[config.mk]
export PLATFORM = sky130hd
export DESIGN_NAME = twiddle_loader
export DESIGN_NICKNAME = d
export VERILOG_FILES = /design/src/rtl/fft_pkg.sv /design/src/rtl/twiddle_ram.sv /design/src/rtl/twiddle_loader.sv
export SDC_FILE = /design/constraint.sdc
export NUM_CORES = 1
export LEC_CHECK = 0
export CORE_ASPECT_RATIO = 0.7
export CORE_MARGIN = 2
export CORE_UTILIZATION = 63
export CTS_CLUSTER_SIZE = 20
export DETAILED_ROUTE_END_ITERATION = 12
export GPL_TIMING_DRIVEN = 0
export PLACE_DENSITY = 0.87
export SLEW_MARGIN = 20
export SYNTH_ARGS = -nofsm -noshare
export SYNTH_HDL_FRONTEND = slang
export SYNTH_SLANG_ARGS = --single-unit
export TNS_END_PERCENT = 5
[constraint.sdc]
create_clock -name Clock -period 3.3 [get_ports Clock]
set_input_delay 0.66 -clock Clock [delete_from_list [all_inputs] [get_ports Clock]]
set_output_delay 0.66 -clock Clock [all_outputs]
set_load 0.05 [all_outputs]
[src/rtl/fft_pkg.sv]
// Shared defaults and types for the FFT twiddle store.
package fft_pkg;

   localparam int unsigned DEF_DATA_W = 8;
   localparam int unsigned DEF_DEPTH  = 8;

   typedef enum logic [2:0] {
      S_IDLE,
      S_GET_RE,
      S_GET_IM,
      S_WRITE,
      S_DONE
   } loader_state_t;

   typedef struct packed {
      logic [DEF_DATA_W-1:0] re;
      logic [DEF_DATA_W-1:0] im;
   } twiddle_t;

endpackage

[src/rtl/twiddle_ram.sv]
// Twiddle coefficient RAM: one synchronous write port, one registered read port,
// synchronous clear of every entry on Reset.
module twiddle_ram
   import fft_pkg::*;
#(
   parameter int unsigned DEPTH  = DEF_DEPTH,
   parameter int unsigned WIDTH  = 2 * DEF_DATA_W,
   parameter int unsigned ADDR_W = $clog2(DEPTH)
) (
   input  logic              Clock,
   input  logic              Reset,
   input  logic              we,
   input  logic [ADDR_W-1:0] wr_addr,
   input  logic [WIDTH-1:0]  wr_data,
   input  logic [ADDR_W-1:0] rd_addr,
   output logic [WIDTH-1:0]  rd_data
);

   logic [WIDTH-1:0] mem [DEPTH];

   // Read samples the pre-write contents, so a same-address read returns old data.
   always_ff @(posedge Clock) begin
      if (Reset) begin
         for (int unsigned i = 0; i < DEPTH; i++) begin
            mem[i] <= '0;
         end
         rd_data <= '0;
      end else begin
         if (we) begin
            mem[wr_addr] <= wr_data;
         end
         rd_data <= mem[rd_addr];
      end
   end

endmodule

[src/rtl/twiddle_loader.sv]
// Twiddle store writer: packs a re/im byte stream into entries of an internal RAM
// and exposes a registered read port for the butterfly datapath.
module twiddle_loader
   import fft_pkg::*;
#(
   parameter int unsigned DATA_W = DEF_DATA_W,
   parameter int unsigned DEPTH  = DEF_DEPTH,
   parameter int unsigned ADDR_W = $clog2(DEPTH)
) (
   input  logic              Clock,
   input  logic              Reset,
   input  logic              start,
   input  logic              abort,
   input  logic [DATA_W-1:0] dataIn,
   input  logic              valid,
   output logic              ready,
   output logic              busy,
   output logic              done,
   output logic [ADDR_W:0]   loaded,
   input  logic [ADDR_W-1:0] address,
   output logic [DATA_W-1:0] dout_re,
   output logic [DATA_W-1:0] dout_im
);

   localparam logic [ADDR_W-1:0] LAST_IDX = ADDR_W'(DEPTH - 1);

   loader_state_t       state, state_next;
   logic [ADDR_W-1:0]   index;
   logic [DATA_W-1:0]   re_q, im_q;
   logic                clear_cnt, cap_re, cap_im, ram_we;
   logic [2*DATA_W-1:0] rd_word;

   always_ff @(posedge Clock) begin
      if (Reset) begin
         state <= S_IDLE;
      end else begin
         state <= state_next;
      end
   end

   // abort is checked before any byte capture or write, so it always wins.
   always_comb begin
      state_next = state;
      clear_cnt  = 1'b0;
      cap_re     = 1'b0;
      cap_im     = 1'b0;
      ram_we     = 1'b0;
      unique case (state)
         S_IDLE: begin
            if (start) begin
               clear_cnt  = 1'b1;
               state_next = S_GET_RE;
            end
         end
         S_GET_RE: begin
            if (abort) begin
               state_next = S_IDLE;
            end else if (valid) begin
               cap_re     = 1'b1;
               state_next = S_GET_IM;
            end
         end
         S_GET_IM: begin
            if (abort) begin
               state_next = S_IDLE;
            end else if (valid) begin
               cap_im     = 1'b1;
               state_next = S_WRITE;
            end
         end
         S_WRITE: begin
            if (abort) begin
               state_next = S_IDLE;
            end else begin
               ram_we     = 1'b1;
               state_next = (index == LAST_IDX) ? S_DONE : S_GET_RE;
            end
         end
         S_DONE: begin
            state_next = S_IDLE;
         end
         default: begin
            state_next = S_IDLE;
         end
      endcase
   end

   // Status outputs are registered copies of the next-state decode.
   always_ff @(posedge Clock) begin
      if (Reset) begin
         index  <= '0;
         loaded <= '0;
         re_q   <= '0;
         im_q   <= '0;
         ready  <= 1'b0;
         busy   <= 1'b0;
         done   <= 1'b0;
      end else begin
         if (clear_cnt) begin
            index  <= '0;
            loaded <= '0;
         end
         if (cap_re) begin
            re_q <= dataIn;
         end
         if (cap_im) begin
            im_q <= dataIn;
         end
         if (ram_we) begin
            index  <= index + 1'b1;
            loaded <= loaded + 1'b1;
         end
         ready <= (state_next == S_GET_RE) || (state_next == S_GET_IM);
         busy  <= (state_next == S_GET_RE) || (state_next == S_GET_IM) ||
                  (state_next == S_WRITE);
         done  <= (state_next == S_DONE);
      end
   end

   twiddle_ram #(
      .DEPTH  (DEPTH),
      .WIDTH  (2 * DATA_W),
      .ADDR_W (ADDR_W)
   ) u_ram (
      .Clock   (Clock),
      .Reset   (Reset),
      .we      (ram_we),
      .wr_addr (index),
      .wr_data ({re_q, im_q}),
      .rd_addr (address),
      .rd_data (rd_word)
   );

   assign dout_re = rd_word[2*DATA_W-1:DATA_W];
   assign dout_im = rd_word[DATA_W-1:0];

endmodule

# Word-level counts from Yosys, hierarchy flattened
# Memory sizes are Yosys's and may differ from the RTL's. A register that Yosys moved wholly into a read port is not among the register bits.
# Cells that the tools add are included.
# classes
add_sub_neg	2
n_eq_ne	8
muxes	28
n_reduce_logical	5
# ops
operator	count
2-to-1 mux 3 bit	10
2-to-1 mux 16 bit	1
OR reduction 16 bit	1
2-to-1 mux 1 bit	14
equality test 3 x 2 -> 1 bit, second input constant	4
case mux 3 bit (4 select lines)	1
2-to-1 mux 4 bit	2
equality test 3 x 1 -> 1 bit, second input constant	2
equality test 3 bit, second input constant	2
adder 4 x 1 -> 4 bit, second input constant	1
adder 3 x 1 -> 3 bit, second input constant	1
logical NOT 3 bit	1
logical OR 1 bit	2
nonzero test 2 bit	1
# totals
reg_bits	29
ram_bits	128
mem_count	1
# memory_table
name	words	word_bits	rd	rd_ports_with_merged_regs	write_ports	line	rtl
u_ram.mem	8	16	1	1	8	twiddle_ram.sv:19	logic [WIDTH-1:0] mem [DEPTH];

# Depth between registers and ports, before layout
# Gate-level depths: netlist (run 1).
# logic_depth
depth_word	7
mapped_depth	6

# By module
# Synthesis (run 1) repeated with hierarchy kept, for this count alone.
# hier_totals
cells_unflattened	519
area_unflattened_um2	7504.7
# by_module_without_submodules
mod	n_inst	cells_per_inst	area_each_um2	seq_area_each_um2
twiddle_ram	1	377	6206.0	4164.0
twiddle_loader	1	142	1298.7	580.6

# Least setup slack after synthesis (run 1)
# No wires, ideal clock.
# synth_path
path_type	input port to flip-flop
from	input port abort
to	memory u_ram.mem[7][0] (netlist name), enable pin
setup_ns	0.334
arrival_ns	1.811
t_required_ns	2.966
path_slack_ns	1.155
stages	4
path_buffers	1
path_cell_list	nand4bb_4 buf_6 nor4b_4 or2_2
# synth_rtl
item	line	rtl
start: declaration	twiddle_loader.sv:13	input logic abort,
end: declaration	twiddle_ram.sv:19	

==> results of run 1 <==
[critical path, delay by kind of cell]
kind	cells	cell delay, ns
and+or+nand+nor	3	1.37
buffers and inverters	2	0.75
[placed cells by master, fill, tap and decap left out, types with 4 or more instances in the layout]
| master | count |
|---|---|
| nor4b_4 | 4 |
| edfxtp_1 | 128 |
| nand2b_1 | 4 |
| nor2_1 | 5 |
| mux4_2 | 32 |
| nand3_1 | 18 |
| clkbuf_16 | 17 |
| buf_2 | 10 |
| o21ai_0 | 17 |
| a22o_1 | 19 |
| nor4_4 | 4 |
| or2_2 | 10 |
| and2_1 | 130 |
| nor2b_1 | 4 |
| dfxtp_1 | 45 |
| a21oi_1 | 20 |
| clkdlybuf4s50_1 | 37 |
| clkbuf_1 | 17 |
[layer usage]
metal / vias to the layer above / track usage [%] / wire length (um)
met5: - / 0 / 0
met4: 0 / 12.6 / 379
met3: 31 / 5.58 / 1090
met2: 191 / 41.2 / 7310
met1: 2193 / 36.1 / 6770
li1: 1970 / - / -
[worst paths after layout]
check	to	cells past startpoint	startpoint
setup / recovery	u_ram.mem[7][14]	5	abort
hold / removal	loaded[3]	2	loaded[3]
setup reg to reg	u_ram.mem[7][14]	4	state[1]
hold reg to reg	loaded[3]	2	loaded[3]
[final cells by class]
class                   instances  area share [%]
flip-flops and latches        173            55.5
multi-input cells             291            29.4
clock buffers                  19            5.06
repair buffers                 37            4.33
well taps                     157            2.30
clock inverters                13            1.74
plain buffers                  30            1.68
inverters                       1          0.0439
[where the power goes]
group          switching, mW  internal, mW
Combinational          0.193         0.127
Clock                  0.796          1.18
Sequential            0.0295          2.41
[logic make-up after synthesis]
logic type	share of synthesized area, %
AOI/OAI and AO/OA	5.17
and+or+nand+nor	18.2
DFF	64.1
muxes	10.0
adders and majority gates	0.507
buffers and inverters	1.99
[through the flow]
| step | worst slack (ns) | util, % | hold slack, ns | cell area (um^2) | instances |
|---|---|---|---|---|---|
| 6_report | 0.570 | 74.0 | 0.544 | 8550 | 721 |
| 5_1_grt | 0.453 | 74.0 | 0.570 | 8550 | 721 |
| 4_1_cts | 0.573 | 74.0 | 0.546 | 8550 | 721 |
| 3_5_place_dp | 0.147 | 68.9 | 0.532 | 7970 | 689 |
| 3_3_place_gp | 0.162 | 68.9 | 0.508 | 7970 | 689 |
| 2_1_floorplan | 1.16 | - | 0.506 | 7400 | 495 |
[flip-flops by register name, indices dropped and copies added, names as in the netlist]
signal,count
re_q,8
u_ram.mem,128
done,1
index,3
im_q,8
u_ram.rd_data,16
loaded,4
ready,1
state,3
busy,1
==> metrics.cfg, run 1 <==
[synth]
ys_top_cells_by_area = edfxtp_1, dfxtp_1, and2_1
ys_types = 40
synth.top_cell.area_share_pct = 51.9
synth_edf_count = 128
synth_top_area_cell = edfxtp_1
synth.cell_area_um2 = 7400
netlist_instances = 495
synthArstFlopShare_pct = 0
synth_seq_cells = 173
yosys_warnings = 0
syn_nets = 514
ys.flop_type = edfxtp_1
syn_avg_cell_area_um2 = 15.0
synth.most_common_cell = and2_1
yosys-top-cells-count = and2_1, edfxtp_1, dfxtp_1
ys_seq_area_share_pct = 64.1

[floorplanning]
die_w_um = 134
core_area_um2 = 11600
dieArea_um2 = 12600
die_h_um = 94.7
rows = 33
start_util_pct = 64.0
pin_count = 39

[setup_path]
path_cells = clkdlybuf4s50_1, nand4bb_4, buf_6, nor4b_4, or2_2
cp-end-kind = flop
required_ns = 3.36
arrival_ns = 2.79
start_kind = primary input
rrSetupSlack_ns = 0.92
cp_max_fo = 16
criticalPathCategory = primary input to flop
crit_path_max_incr_delay_ns = 0.53
slowest_stage = clkdlybuf4s50_1

[sta]
slew_headroom_pct = 40.0
worst_clock_skew_ns = 0.00998
fin_setup_tns_ns = 0
worst_pin_slew_ns = 0.897
clock.fmax_mhz = 366
rsz0062_at_grt = false
period_minus_slack_ns = 2.73
final_hold_viol_count = 0
finalSetupViolations = 0
drv_slew = 0
post-route-period-util_pct = 82.7

[cts]
cts_tree = built
htree_levels = 4
cts_setup_buffers = 0
cts_inserted_buffers = 17
clock_sinks = 173
cts_hold_buf = 0
clk_latency_ns = 0.42
clock_path_buffers = 2
clock-root-buffer = clkbuf_16
cts.clk_slew.worst_paths_ns = 0.07
cts_resized = 0

[cells_and_area]
n_antenna_cell = 0
fill_cells = 707
drive_gt1_share_pct = 16.8
fin_nets = 570
seq_area_um2 = 4740
area_delta_synth_final_pct = 15.5
multi_input_area_um2 = 2510

[detailed_routing]
num_vias = 4385
drt_iter0_markers = 390
wirelength_mm = 15.6
drc_errors = 0
wl_per_cell_um = 21.6
postRouteAntennaNets = 0
via_per_inst = 6.08
first_pass_iters = 7

[pwr]
p_leak_nw = 3.03
irDropWorstVdd_mv = 0.410
p_per_area_nw_per_um2 = 554
power_mw = 4.73

[global_route]
grt_pass1_wl_mm = 23.7
grt_overflow = 0
grt_max_degree = 17
antenna_found_initial = 0
grt_pass1_vias = 4388
grtUsageTotal_pct = 26.4

[job]
maxCapViolations = 0

[placement]
placement.io_buffers = 37
dp_hpwl_mm = 10.5
gp_congestion = 0.864

[min_path]
hold_path_class = flop to flop

[run_status]
outcome = complete, no violations

(Power assumes the default switching activity.)
==> inputs of run 2 (changes only) <==
Settings changed: CORE_UTILIZATION 63 to 54, PLACE_DENSITY 0.87 to 0.8.
Clock period 3.3 ns to 2.3 ns, I/O delays scaled along.
==> run 2 against run 1 <==
  * Wire length rose by 2.9%
  * Sequential power rose by 43%
  * Power rose by 42%
  * Cell count rose by 3.9%
  * Critical path depth fell by 1
  * Via count fell by 1.0%
  * Setup slack got worse by 0.49 ns
  * Die area rose by 16%
  * Sequential cell count did not move
  * Critical endpoint is now u_ram.mem[7][10]
  * Largest power group unchanged
==> metrics.cfg, run 2 (synthesis results as in run 1) <==
[pwr]
p_sw_mw = 1.51  ; was 1.02 mW
seqPwrFrac_pct = 51.9  ; was 51.5%
combPwrFrac_pct = 7.1  ; was 6.8%
swShare_pct = 22.5  ; was 21.5%
irDropWorstVdd_mv = 0.641  ; was 0.410 mV
p_per_area_nw_per_um2 = 782  ; was 554 nW/um^2
clock_power_share_pct = 41.0  ; was 41.7%
p_int_mw = 5.22  ; was 3.72 mW
power_mw = 6.73  ; was 4.73 mW
p_leak_nw = 3.05  ; was 3.03 nW

[detailed_routing]
drt_iter0_markers = 368  ; was 390
first_pass_iters = 4  ; was 7
via_per_inst = 5.79  ; was 6.08
drc_errors = 0  ; unchanged
num_vias = 4339  ; was 4,385
postRouteAntennaNets = 0  ; unchanged
wirelength_mm = 16.0  ; was 15.6 mm
wl_per_cell_um = 21.4  ; was 21.6 um

[global_route]
grt_pass1_vias = 4308  ; was 4,388
grt_overflow = 0  ; unchanged
grt_max_degree = 17  ; unchanged
grtUsageTotal_pct = 23.8  ; was 26.4%
grt_pass1_wl_mm = 24.9  ; was 23.7 mm
antenna_found_initial = 0  ; unchanged

[cells_and_area]
fin_nets = 570  ; unchanged
largestRegisters = u_ram.mem (128), u_ram.rd_data (16)  ; unchanged
final_util_pct = 64.8  ; was 74.0%
largest_register_ffs = 128  ; unchanged
top_register = u_ram.mem  ; unchanged
drive_gt1_share_pct = 17.7  ; was 16.8%
stdcell_count = 749  ; was 721
fill_cells = 944  ; was 707
layout_common_cells = and2_1, edfxtp_1, dfxtp_1, clkdlybuf4s50_1, mux4_2  ; unchanged
n_antenna_cell = 0  ; unchanged
area_delta_synth_final_pct = 16.2  ; was 15.5%
layout_commonest_cell = and2_1  ; unchanged
stdcell_area_um2 = 8600  ; was 8550 um^2

[min_path]
hold_path_class = primary input to flop  ; was flop to flop

[sta]
slew_headroom_pct = 44.1  ; was 40.0%
setup_ws_ns = 0.0809  ; was 0.570 ns
worst_clock_skew_ns = 0.0136  ; was 0.00998 ns
hold_ws_ns = 0.506  ; was 0.544 ns
worst_pin_slew_ns = 0.839  ; was 0.897 ns
rsz0062_at_grt = true  ; was false
finalSetupViolations = 0  ; unchanged
post-route-period-util_pct = 96.5
drv_slew = 0  ; unchanged
final_hold_viol_count = 0  ; unchanged
clock.fmax_mhz = 451
period_minus_slack_ns = 2.22
fin_setup_tns_ns = 0  ; unchanged

[run_status]
outcome = complete, no violations  ; unchanged

[cts]
cts_hold_buf = 0  ; unchanged
clock_path_buffers = 2  ; unchanged
htree_levels = 4  ; unchanged
cts_tree = built  ; unchanged
clock-root-buffer = clkbuf_16  ; unchanged
clk_latency_ns = 0.43  ; was 0.42 ns
cts.clk_slew.worst_paths_ns = 0.06  ; was 0.07 ns
cts_setup_buffers = 0  ; unchanged
clock_sinks = 173  ; unchanged
cts_inserted_buffers = 17  ; unchanged

[setup_path]
cp_max_fo = 16  ; unchanged
cp-end-kind = flop  ; unchanged
required_ns = 2.40  ; was 3.36 ns
criticalPathCategory = primary input to flop  ; unchanged
start_kind = primary input  ; unchanged
arrival_ns = 2.32  ; was 2.79 ns

[floorplanning]
die_w_um = 144  ; was 134 um
die_h_um = 102  ; was 94.7 um
pin_count = 39  ; unchanged
dieArea_um2 = 14700  ; was 12,600 um^2
start_util_pct = 55.8  ; was 64.0%
rows = 35  ; was 33
core_area_um2 = 13300  ; was 11,600 um^2

[placement]
dp_cells = 717  ; was 689
place_area_um2 = 8000  ; was 7970 um^2
place_ws_ns = -0.682  ; was 0.147 ns
placement.io_buffers = 37  ; unchanged
gp_congestion = 0.871  ; was 0.864
dp_hpwl_mm = 10.6  ; was 10.5 mm

[job]
maxCapViolations = 0  ; unchanged

## run 2: per-layer routing
layer	share of wire (%)	GRT usage (%)
met4	1.3	7.32
met3	8.2	4.08
met1	45	35.6
met5	0	0
met2	46	36.2
## run 2: final cells by class
class	instances	area (um^2)	share of cell area, %
multi-input cells	291	2530	29.4
well taps	185	231	2.69
repair buffers	37	369	4.29
clock inverters	8	53.8	0.626
clock buffers	24	514	5.98
inverters	1	3.75	0.0436
flip-flops and latches	173	4750	55.2
plain buffers	30	153	1.77
## run 2: power groups by stage
stage                     sequential (mW)  clock [mW]  combinational, mW
after detailed placement             3.56           0              0.466
after global placement               3.55           0              0.458
after global routing                 3.50        2.90              0.502
after floorplan                      3.63           0              0.221
final                                3.49        2.76              0.475
after CTS                            3.49        2.76              0.471
## run 2: worst max-delay path, stage by stage
cell and delay [ns]:
clkdlybuf4s50_1 0.60, buf_4 0.31, nor4b_4 0.54, or2_4 0.40
## run 2: final timing paths
path	cells after the start	slack, ns	startpoint	endpoint
setup / recovery	4	0.08	Reset	u_ram.mem[7][10]
hold / removal	2	0.51	abort	state[1]
setup reg to reg	4	0.10	state[2]	u_ram.mem[7][10]
hold reg to reg	2	0.53	loaded[3]	loaded[3]
## run 2: repair_timing
item | 4_1_cts | 5_1_grt
pin swaps | 0 | 3
cloned | 0 | 0
resized for setup | 6 | 10
endpoints found under the setup margin | 123 | 102
==> inputs of run 3 (changes only) <==
Settings changed: CTS_CLUSTER_SIZE 20 to 30, GPL_ROUTABILITY_DRIVEN set to 1.
==> results of run 3 <==
Same layout as run 2: the final DEF is identical, and so are final timing and power.
